File: src/rtl/traffic_phase_scheduler.sv
// Highway/country junction lamp sequencer: tick-timed Moore FSM with per-phase dwell counter.
// Lamps and phase update on the posedge that samples a qualifying tick; optional pedestrian walk under PED_WALK_EN.
// No flow control: tick and x are sampled levels, outputs are held until the next qualifying tick.
module traffic_phase_scheduler #(
  parameter int CNT_W  = 4,
  parameter int MIN_HG = 8,
  parameter int Y2R    = 3,
  parameter int R2G    = 2,
  parameter int MAX_CG = 10
) (
  input  logic       clk,
  input  logic       clear,
  input  logic       tick,
  input  logic       x,
`ifdef PED_WALK_EN
  input  logic       ped_req,
  output logic       walk,
`endif
  output logic [1:0] hwy,
  output logic [1:0] cntry,
  output logic [2:0] phase
);

  localparam int DMAX = (1 << CNT_W) - 1;

  if (CNT_W < 1 || MIN_HG < 1 || MIN_HG > DMAX || Y2R < 1 || Y2R > DMAX ||
      R2G < 1 || R2G > DMAX || MAX_CG < 1 || MAX_CG > DMAX) begin : g_bad_param
    $error("traffic_phase_scheduler: every dwell must lie in 1..2**CNT_W-1");
  end

  typedef enum logic [2:0] {
    HG  = 3'd0,
    HY  = 3'd1,
    AR1 = 3'd2,
    CG  = 3'd3,
    CY  = 3'd4,
    AR2 = 3'd5
  } state_t;

  localparam logic [1:0] RED = 2'd0;
  localparam logic [1:0] YEL = 2'd1;
  localparam logic [1:0] GRN = 2'd2;

  localparam logic [CNT_W-1:0] MIN_HG_M1 = CNT_W'(MIN_HG - 1);
  localparam logic [CNT_W-1:0] Y2R_M1    = CNT_W'(Y2R - 1);
  localparam logic [CNT_W-1:0] R2G_M1    = CNT_W'(R2G - 1);
  localparam logic [CNT_W-1:0] MAX_CG_M1 = CNT_W'(MAX_CG - 1);
  localparam logic [CNT_W-1:0] CNT_SAT   = '1;

  state_t           state;
  state_t           nxt;
  logic [CNT_W-1:0] elapsed;
  logic             hg_req;
  logic             cg_early;

`ifdef PED_WALK_EN
  logic ped_pend;
  assign hg_req   = x | ped_pend;
  // An active walk pins country green to its full maximum dwell.
  assign cg_early = ~x & ~walk;
`else
  assign hg_req   = x;
  assign cg_early = ~x;
`endif

  function automatic logic [3:0] lamps(input state_t s);
    case (s)
      HG:      lamps = {GRN, RED};
      HY:      lamps = {YEL, RED};
      CG:      lamps = {RED, GRN};
      CY:      lamps = {RED, YEL};
      default: lamps = {RED, RED};
    endcase
  endfunction

  always_comb begin
    nxt = state;
    case (state)
      HG:  if (tick && hg_req && elapsed >= MIN_HG_M1)                nxt = HY;
      HY:  if (tick && elapsed == Y2R_M1)                             nxt = AR1;
      AR1: if (tick && elapsed == R2G_M1)                             nxt = CG;
      CG:  if (tick && (cg_early || elapsed == MAX_CG_M1))            nxt = CY;
      CY:  if (tick && elapsed == Y2R_M1)                             nxt = AR2;
      AR2: if (tick && elapsed == R2G_M1)                             nxt = HG;
      default:                                                        nxt = HG;
    endcase
  end

  always_ff @(posedge clk) begin
    if (clear) begin
      state   <= HG;
      elapsed <= '0;
      hwy     <= GRN;
      cntry   <= RED;
`ifdef PED_WALK_EN
      ped_pend <= 1'b0;
      walk     <= 1'b0;
`endif
    end else begin
      state          <= nxt;
      {hwy, cntry}   <= lamps(nxt);
      if (nxt != state)
        elapsed <= '0;
      else if (tick && elapsed != CNT_SAT)
        elapsed <= elapsed + 1'b1;
`ifdef PED_WALK_EN
      // A request landing on the CG-entry edge stays pending for the next cycle.
      if (state == AR1 && nxt == CG) begin
        walk     <= ped_pend;
        ped_pend <= ped_req;
      end else begin
        ped_pend <= ped_pend | ped_req;
        if (nxt != CG)
          walk <= 1'b0;
      end
`endif
    end
  end

  assign phase = state;

endmodule
File: config.mk
export PLATFORM = sky130hd
export DESIGN_NAME = traffic_phase_scheduler
export DESIGN_NICKNAME = d
export VERILOG_FILES = /design/src/rtl/traffic_phase_scheduler.sv
export SDC_FILE = /design/constraint.sdc
export NUM_CORES = 1
export LEC_CHECK = 0
export ABC_CLOCK_PERIOD_IN_PS = 1800
export BUFFER_PORTS_ARGS = -buffer_cell sky130_fd_sc_hd__buf_4
export CAP_MARGIN = 15
export CORE_UTILIZATION = 48
export DETAILED_ROUTE_END_ITERATION = 10
export PLACE_DENSITY = 0.68
export SLEW_MARGIN = 5
export SYNTH_ARGS = -nofsm -noshare
export SYNTH_HDL_FRONTEND = slang
export SYNTH_SLANG_ARGS = --single-unit
File: constraint.sdc
create_clock -name clk -period 1.8 [get_ports clk]
set_input_delay 0.36 -clock clk [delete_from_list [all_inputs] [get_ports clk]]
set_output_delay 0.36 -clock clk [all_outputs]
set_load 0.05 [all_outputs]
==> results of run 1 <==
-- registers in the layout (all words and copies together), names as in the netlist --
signal	count
phase	3
elapsed	4
cntry	2
hwy	2
-- report_power, final --
group          switching, mW  internal (mW)  total [mW]  leakage, nW
Clock                 0.0778         0.0857       0.164       0.0150
Combinational         0.0390         0.0410      0.0801        0.210
Sequential           0.00900          0.250       0.259       0.0906
-- area by class of cell --
class	instances	area share, %
multi-input combinational	52	54.5
sequential	11	25.1
tap	15	2.08
clock buffer	4	2.91
timing repair buffer	15	12.9
inverter	6	2.50
-- cells in the mapped netlist --
library cell	instances	area (sq um)
a222oi_1	1	10.0
nand2b_1	1	6.26
and4bb_2	1	12.5
or4bb_1	1	11.3
a21oi_1	6	30.0
clkbuf_8	1	13.8
buf_6	1	11.3
nand3b_1	1	7.51
a21o_1	2	15.0
nor2_1	3	11.3
o21ai_0	1	5.00
buf_12	1	20.0
nand4_1	1	6.26
a31oi_1	1	6.26
buf_4	1	7.51
a2111oi_2	2	30.0
and4b_2	1	11.3
xnor2_1	1	8.76
nor2b_1	1	6.26
o2bb2ai_1	1	8.76
inv_1	6	22.5
nand3_1	1	5.00
nor4_2	1	12.5
nand4bb_1	1	11.3
a311o_1	1	10.0
dfxtp_1	11	220
nor3b_1	2	15.0
and4bb_4	1	16.3
a21o_2	1	8.76
ha_1	3	37.5
and3_1	1	6.26
nor3b_2	1	12.5
and2b_1	1	7.51
o32a_1	1	10.0
nand2_1	4	15.0
o221ai_1	1	8.76
a211oi_2	1	12.5
nor4_1	1	6.26
nor3_1	5	25.0
-- through the flow --
stage / power, mW / instance area, sq um / setup TNS (ps)
floorplan: 0.299 / 703 / 0
global placement: 0.313 / 759 / -7.98
detailed placement: 0.313 / 759 / -24.6
CTS: 0.479 / 787 / 0
global route: 0.529 / 902 / -74.5
finish: 0.502 / 902 / 0
-- cell families (layout without fill, tap and decap cells) --
logic type	after synthesis	in the layout	share of synthesized area, %
xor+xnor	1	1	1.25
compound gates	19	19	22.1
buf+inv	10	25	10.7
simple gates	29	29	29.2
flops	11	11	31.4
fa+ha+maj	3	3	5.35
-- worst reg2reg max path, cell delays in order (launching register included) --
cell      delay [ps]
dfxtp_2          370
inv_2             60
ha_4             150
and4bb_2         240
a311o_1          310
o32a_1           180
buf_4            170
nor4_4           190
-- routing by layer --
| metal | track usage (%) | vias to the layer above | part of all wire (%) |
|---|---|---|---|
| met4 | 12.5 | 0 | 1.0 |
| met2 | 26.2 | 45 | 42 |
| met1 | 28.5 | 282 | 48 |
| met3 | 1.67 | 3 | 8.7 |
| met5 | 0 | - | 0 |
| li1 | - | 307 | - |
-- worst paths after layout --
check                            end  slack, ps
max          elapsed[2]$_SDFFE_PP0P_         60
min              phase[0]$_SDFF_PP0_        330
min reg2reg  elapsed[1]$_SDFFE_PP0P_        570
max reg2reg  elapsed[2]$_SDFFE_PP0P_         60
-- timing repair --
action / 4_1_cts / 5_1_grt
endpoints found under the setup margin: 2 / 8
pin swaps: 0 / 7
resized for setup: 1 / 17
setup buffers: 0 / 3
hold buffers: 0 / 0
hold endpoints to repair: 0 / 0
==> impl_metrics.toml, run 1 <==
[min_path]
hold_depth = 2
min-delay-start = "clear"
hold_class = "in2reg"

[critical_path]
cp_max_fo = 4
end_kind = "flip-flop"
path_delay_family = "compound AO/OA/AOI/OAI gates"
cp_cell_sequence = "inv_2 > ha_4 > and4bb_2 > a311o_1 > o32a_1 > buf_4 > nor4_4"
critical_path_arrival_ps = 1930
cp.depth = 7
rr_startpoint = "elapsed[0]$_SDFFE_PP0P_"
worstSetupStartpointType = "flip-flop"
cp_slowest_cell = "dfxtp_2"
cpPeakStageDelay_ps = 370
startpoint = "elapsed[0]$_SDFFE_PP0P_"
worst-r2r-cell-count = 7
crit_buf_inv = 2
crit_required_ps = 1980
worstSetupPathType = "reg2reg"

[timing]
hold_viol = 0
finalClockSkew_ps = 2.97
period_share_pct = 96.9
setup_slack_ps = 55.2
fmax_ghz = 0.573
worst_pin_slew_ps = 447
relSlewSlack_pct = 70.2
rsz0062_at_grt = "yes"
fin_crit_ps = 1740
slew_viol_final = 0
whs_ps = 331
setup_viol = 0

[clock_tree]
clock_path_buffers = 2
clock-sinks = 11
cts_tree = "built"
htree_levels = 1
clkTransAtPathRegs_ps = 70
numCtsBuffers = 3
clkLatencyLatePin_ps = 260
clockRootBuffer = "clkbuf_4"

[placement]
post-place-ws_ps = -24.6
place.gp.congestion = 0.896
numPortBuffers = 10
placed_cells = 96
hpwl_mm = 1.00

[finish]
finalNonFillerCells = 103
area_delta_synth_final_pct = 28.5
ff_latch_area_sq_um = 226
n_fill_cell = 97
layout_commonest_cell = "buf_4"
antenna_cells = 0
final_cell_mix = "14 x buf_4, 8 x dfxtp_1, 5 x nor3_1, 5 x a21oi_1"
drive_gt1_share_pct = 43.2
utilization_pct = 67.6
multi_input_area_sq_um = 492
fin_nets = 96

[grt]
track_usage_pct = 19.3
grt_overflow = 0
grt_max_degree = 12
grt_pass1_wl_mm = 2.02
grt_pass1_vias = 454
grt_antenna_before_repair = 0

[yosys]
synth_cell_types = 39
syn_area_per_cell_sq_um = 9.62
syn-num-nets = 80
synth_warnings = 0
synthCells = 73
synthesis.area_sq_um = 702
ys_seq_area_share_pct = 31.4
ys_seq_elements = 11

[route]
postRouteWirelength_mm = 1.48
drtIter0Drc = 46
antenna_left = 0
vias = 637
vias_per_cell = 6.18
drc = 0
wl_per_cell_microns = 14.3
first_pass_iters = 4

[die]
pin_count = 11
start_util_pct = 52.6
fp.dieH_microns = 40.2
design.core.area_sq_mm = 0.00133
rows = 13
dieArea_sq_mm = 0.00162
die_w_microns = 40.2

[power_and_ir_drop]
cellLeakagePower_nw = 0.315
irDropWorstVdd_uv = 394
p_per_area_mw_per_mm2 = 557

[flow_run]
cap_violations = 0

[run_status]
status = "complete, no violations"
(Power assumes the default switching activity.)
==> run 2, diff against run 1 <==
--- a/config.mk
+++ b/config.mk
@@ -5,12 +5,13 @@
 export SDC_FILE = /design/constraint.sdc
 export NUM_CORES = 1
 export LEC_CHECK = 0
+export ABC_AREA = 1
 export ABC_CLOCK_PERIOD_IN_PS = 1800
 export BUFFER_PORTS_ARGS = -buffer_cell sky130_fd_sc_hd__buf_4
 export CAP_MARGIN = 15
-export CORE_UTILIZATION = 48
+export CORE_UTILIZATION = 47
 export DETAILED_ROUTE_END_ITERATION = 10
-export PLACE_DENSITY = 0.68
+export PLACE_DENSITY = 0.67
 export SLEW_MARGIN = 5
 export SYNTH_ARGS = -nofsm -noshare
 export SYNTH_HDL_FRONTEND = slang
==> run 2 against run 1 <==
Clock power fell by 5%. Via count fell by 4.6%. Combinational power rose by 34%. Non-clock buffer count fell by 5. Clock skew fell by 1.6 ps. Critical endpoint is now elapsed[1]$_SDFFE_PP0P_. Largest power group unchanged. Highest routed layer unchanged.
==> impl_metrics.toml, run 2 <==
[run_status]
status = "complete, no violations"

[die]
start_util_pct = 54.1
dieArea_sq_mm = 0.00150
rows = 12
design.core.area_sq_mm = 0.00117
fp.dieH_microns = 38.7
pin_count = 11
die_w_microns = 38.7

[grt]
grt_max_degree = 8
grt_overflow = 0
track_usage_pct = 19.6
grt_pass1_wl_mm = 2.06
grt_antenna_before_repair = 0
grt_pass1_vias = 537

[finish]
area_delta_synth_final_pct = 18.8
antenna_cells = 0
final_cell_mix = "24 x nand2_1, 14 x inv_1, 14 x nor2_1"
top_register = "elapsed"
largest_reg_flops = 4
finalNonFillerCells = 123
drive_gt1_share_pct = 22.9
layout_commonest_cell = "nand2_1"
fin_nets = 117
n_fill_cell = 112

[placement]
numPortBuffers = 10
hpwl_mm = 1.00
place.gp.congestion = 0.812
placed_cells = 119

[critical_path]
crit_required_ps = 1990
critical_path_arrival_ps = 1680
worstSetupPathType = "reg2reg"
end_kind = "flip-flop"
cpPeakStageDelay_ps = 330
cp_slowest_cell = "dfxtp_1"
cp_max_fo = 4
worstSetupStartpointType = "flip-flop"
cp_cell_sequence = "inv_1 > ha_1 > inv_1 > nor2_1 > nand2_1 > nand2_2 > nand2_2 > nor2_2 > nand3_2 > nand2_2 > nand3_2 > nor2_1"
worst_path_most_repeated_cell = "nand2_2"

[yosys]
synthCells = 95
synthesis.area_sq_um = 633
ys_seq_area_share_pct = 34.8
synth_top_flop_cell = "dfxtp_1"
async_flop_share_pct = 0
syn-num-nets = 102
ys_seq_elements = 11
synth_cell_types = 19
synth_top_cell_area_share_pct = 34.8
synthTopCellsByArea = "dfxtp_1 35%, nand2_1 14%, inv_1 8.3%, nor2_1 8.3%, ha_1 5.9%"
synth_common_cells = "24 x nand2_1, 14 x inv_1, 14 x nor2_1"
synth_warnings = 0
synth-edff-count = 0
synth_area_leader_cell = "dfxtp_1"
syn_area_per_cell_sq_um = 6.66
synth.most_common_cell = "nand2_1"

[timing]
finalClockSkew_ps = 1.35
fin_crit_ps = 1490
setup_viol = 0
worst_pin_slew_ps = 322
fmax_ghz = 0.670
slew_viol_final = 0
rsz0062_at_grt = "no"
hold_viol = 0
relSlewSlack_pct = 78.5
fin_tns_setup_ps = 0
period_share_pct = 82.9

[route]
vias = 608
vias_per_cell = 4.94
wl_per_cell_microns = 10.1
drc = 0
postRouteWirelength_mm = 1.24
antenna_left = 0
first_pass_iters = 4
drtIter0Drc = 19

[clock_tree]
cts_post_setup_buffers_inserted = 0
htree_levels = 1
clkLatencyLatePin_ps = 250
clkTransAtPathRegs_ps = 60
cts_resized = 0
clockRootBuffer = "clkbuf_4"
cts_tree = "built"
numCtsBuffers = 3
cts_hold_buf = 0
clock-sinks = 11
clock_path_buffers = 2

[power_and_ir_drop]
cellLeakagePower_nw = 0.405
p_per_area_mw_per_mm2 = 704
irDropWorstVdd_uv = 438

[min_path]
hold_class = "in2reg"

[flow_run]
cap_violations = 0
## run 2: cell types whose count changed after synthesis, moves of 4 or more
cell and change:
a21oi_1 -4, inv_1 +8, nand2_1 +20, nand2_2 +4, nor2_1 +11
## run 2: power breakdown
group          leakage (nW)  total (mW)  internal (mW)  switching, mW
Clock                0.0150       0.156         0.0853         0.0710
Sequential           0.0891       0.266          0.255         0.0114
Combinational         0.301       0.107         0.0392         0.0674
Total                 0.405       0.529          0.380          0.150
## run 2: worst max-delay path, delay by kind of cell, from the launching register on
kind,cells,cell delay [ps]
buf+inv,2,160
simple gates,9,770
fa+ha+maj,1,190
flops,1,330
## run 2: worst paths after layout
path / startpoint / endpoint / slack, ps / cells past startpoint
setup / recovery: elapsed[1]$_SDFFE_PP0P_ / elapsed[1]$_SDFFE_PP0P_ / 310 / 12
hold / removal: clear / cntry[1]$_SDFF_PP0_ / 270 / 2
setup reg to reg: elapsed[1]$_SDFFE_PP0P_ / elapsed[1]$_SDFFE_PP0P_ / 310 / 12
hold reg to reg: elapsed[0]$_SDFFE_PP0P_ / elapsed[0]$_SDFFE_PP0P_ / 630 / 3
## run 2: cell families (layout without fill, tap and decap cells)
kind of cell	after synthesis	after routing	share of synthesized area, %
compound gates	7	7	6.52
xor+xnor	1	1	1.38
fa+ha+maj	3	3	5.93
buf+inv	16	30	9.49
flops	11	11	34.8
mux	1	1	1.58
simple gates	56	56	40.3
## run 2: cell type report
| cell class | count | area (sq um) | area share, % |
|---|---|---|---|
| inverter | 16 | 60.1 | 7.99 |
| tap | 14 | 17.5 | 2.33 |
| timing repair buffer | 10 | 75.1 | 9.98 |
| multi-input combinational | 68 | 353 | 46.9 |
| clock buffer | 4 | 26.3 | 3.49 |
| sequential | 11 | 220 | 29.3 |
## run 2: stage by stage
stage | area, sq um | utilization [%] | total power, mW | setup slack [ps] | hold slack [ps]
5_1_grt | 752 | 64.2 | 0.557 | 182 | 268
2_1_floorplan | 633 | - | 0.349 | 210 | 429
3_5_place_dp | 726 | 62.0 | 0.379 | 320 | 540
3_3_place_gp | 726 | 62.0 | 0.376 | 353 | 531
4_1_cts | 752 | 64.2 | 0.534 | 298 | 274
6_report | 752 | 64.2 | 0.529 | 308 | 274
## run 2: routing by layer
metal | vias to the layer above | share of wire (%) | global-route usage, %
met5 | - | 0 | 0
met4 | 0 | 0.49 | 7.76
met3 | 2 | 4.1 | 1.73
met2 | 19 | 42 | 30.8
met1 | 263 | 53 | 27.2
li1 | 324 | - | -
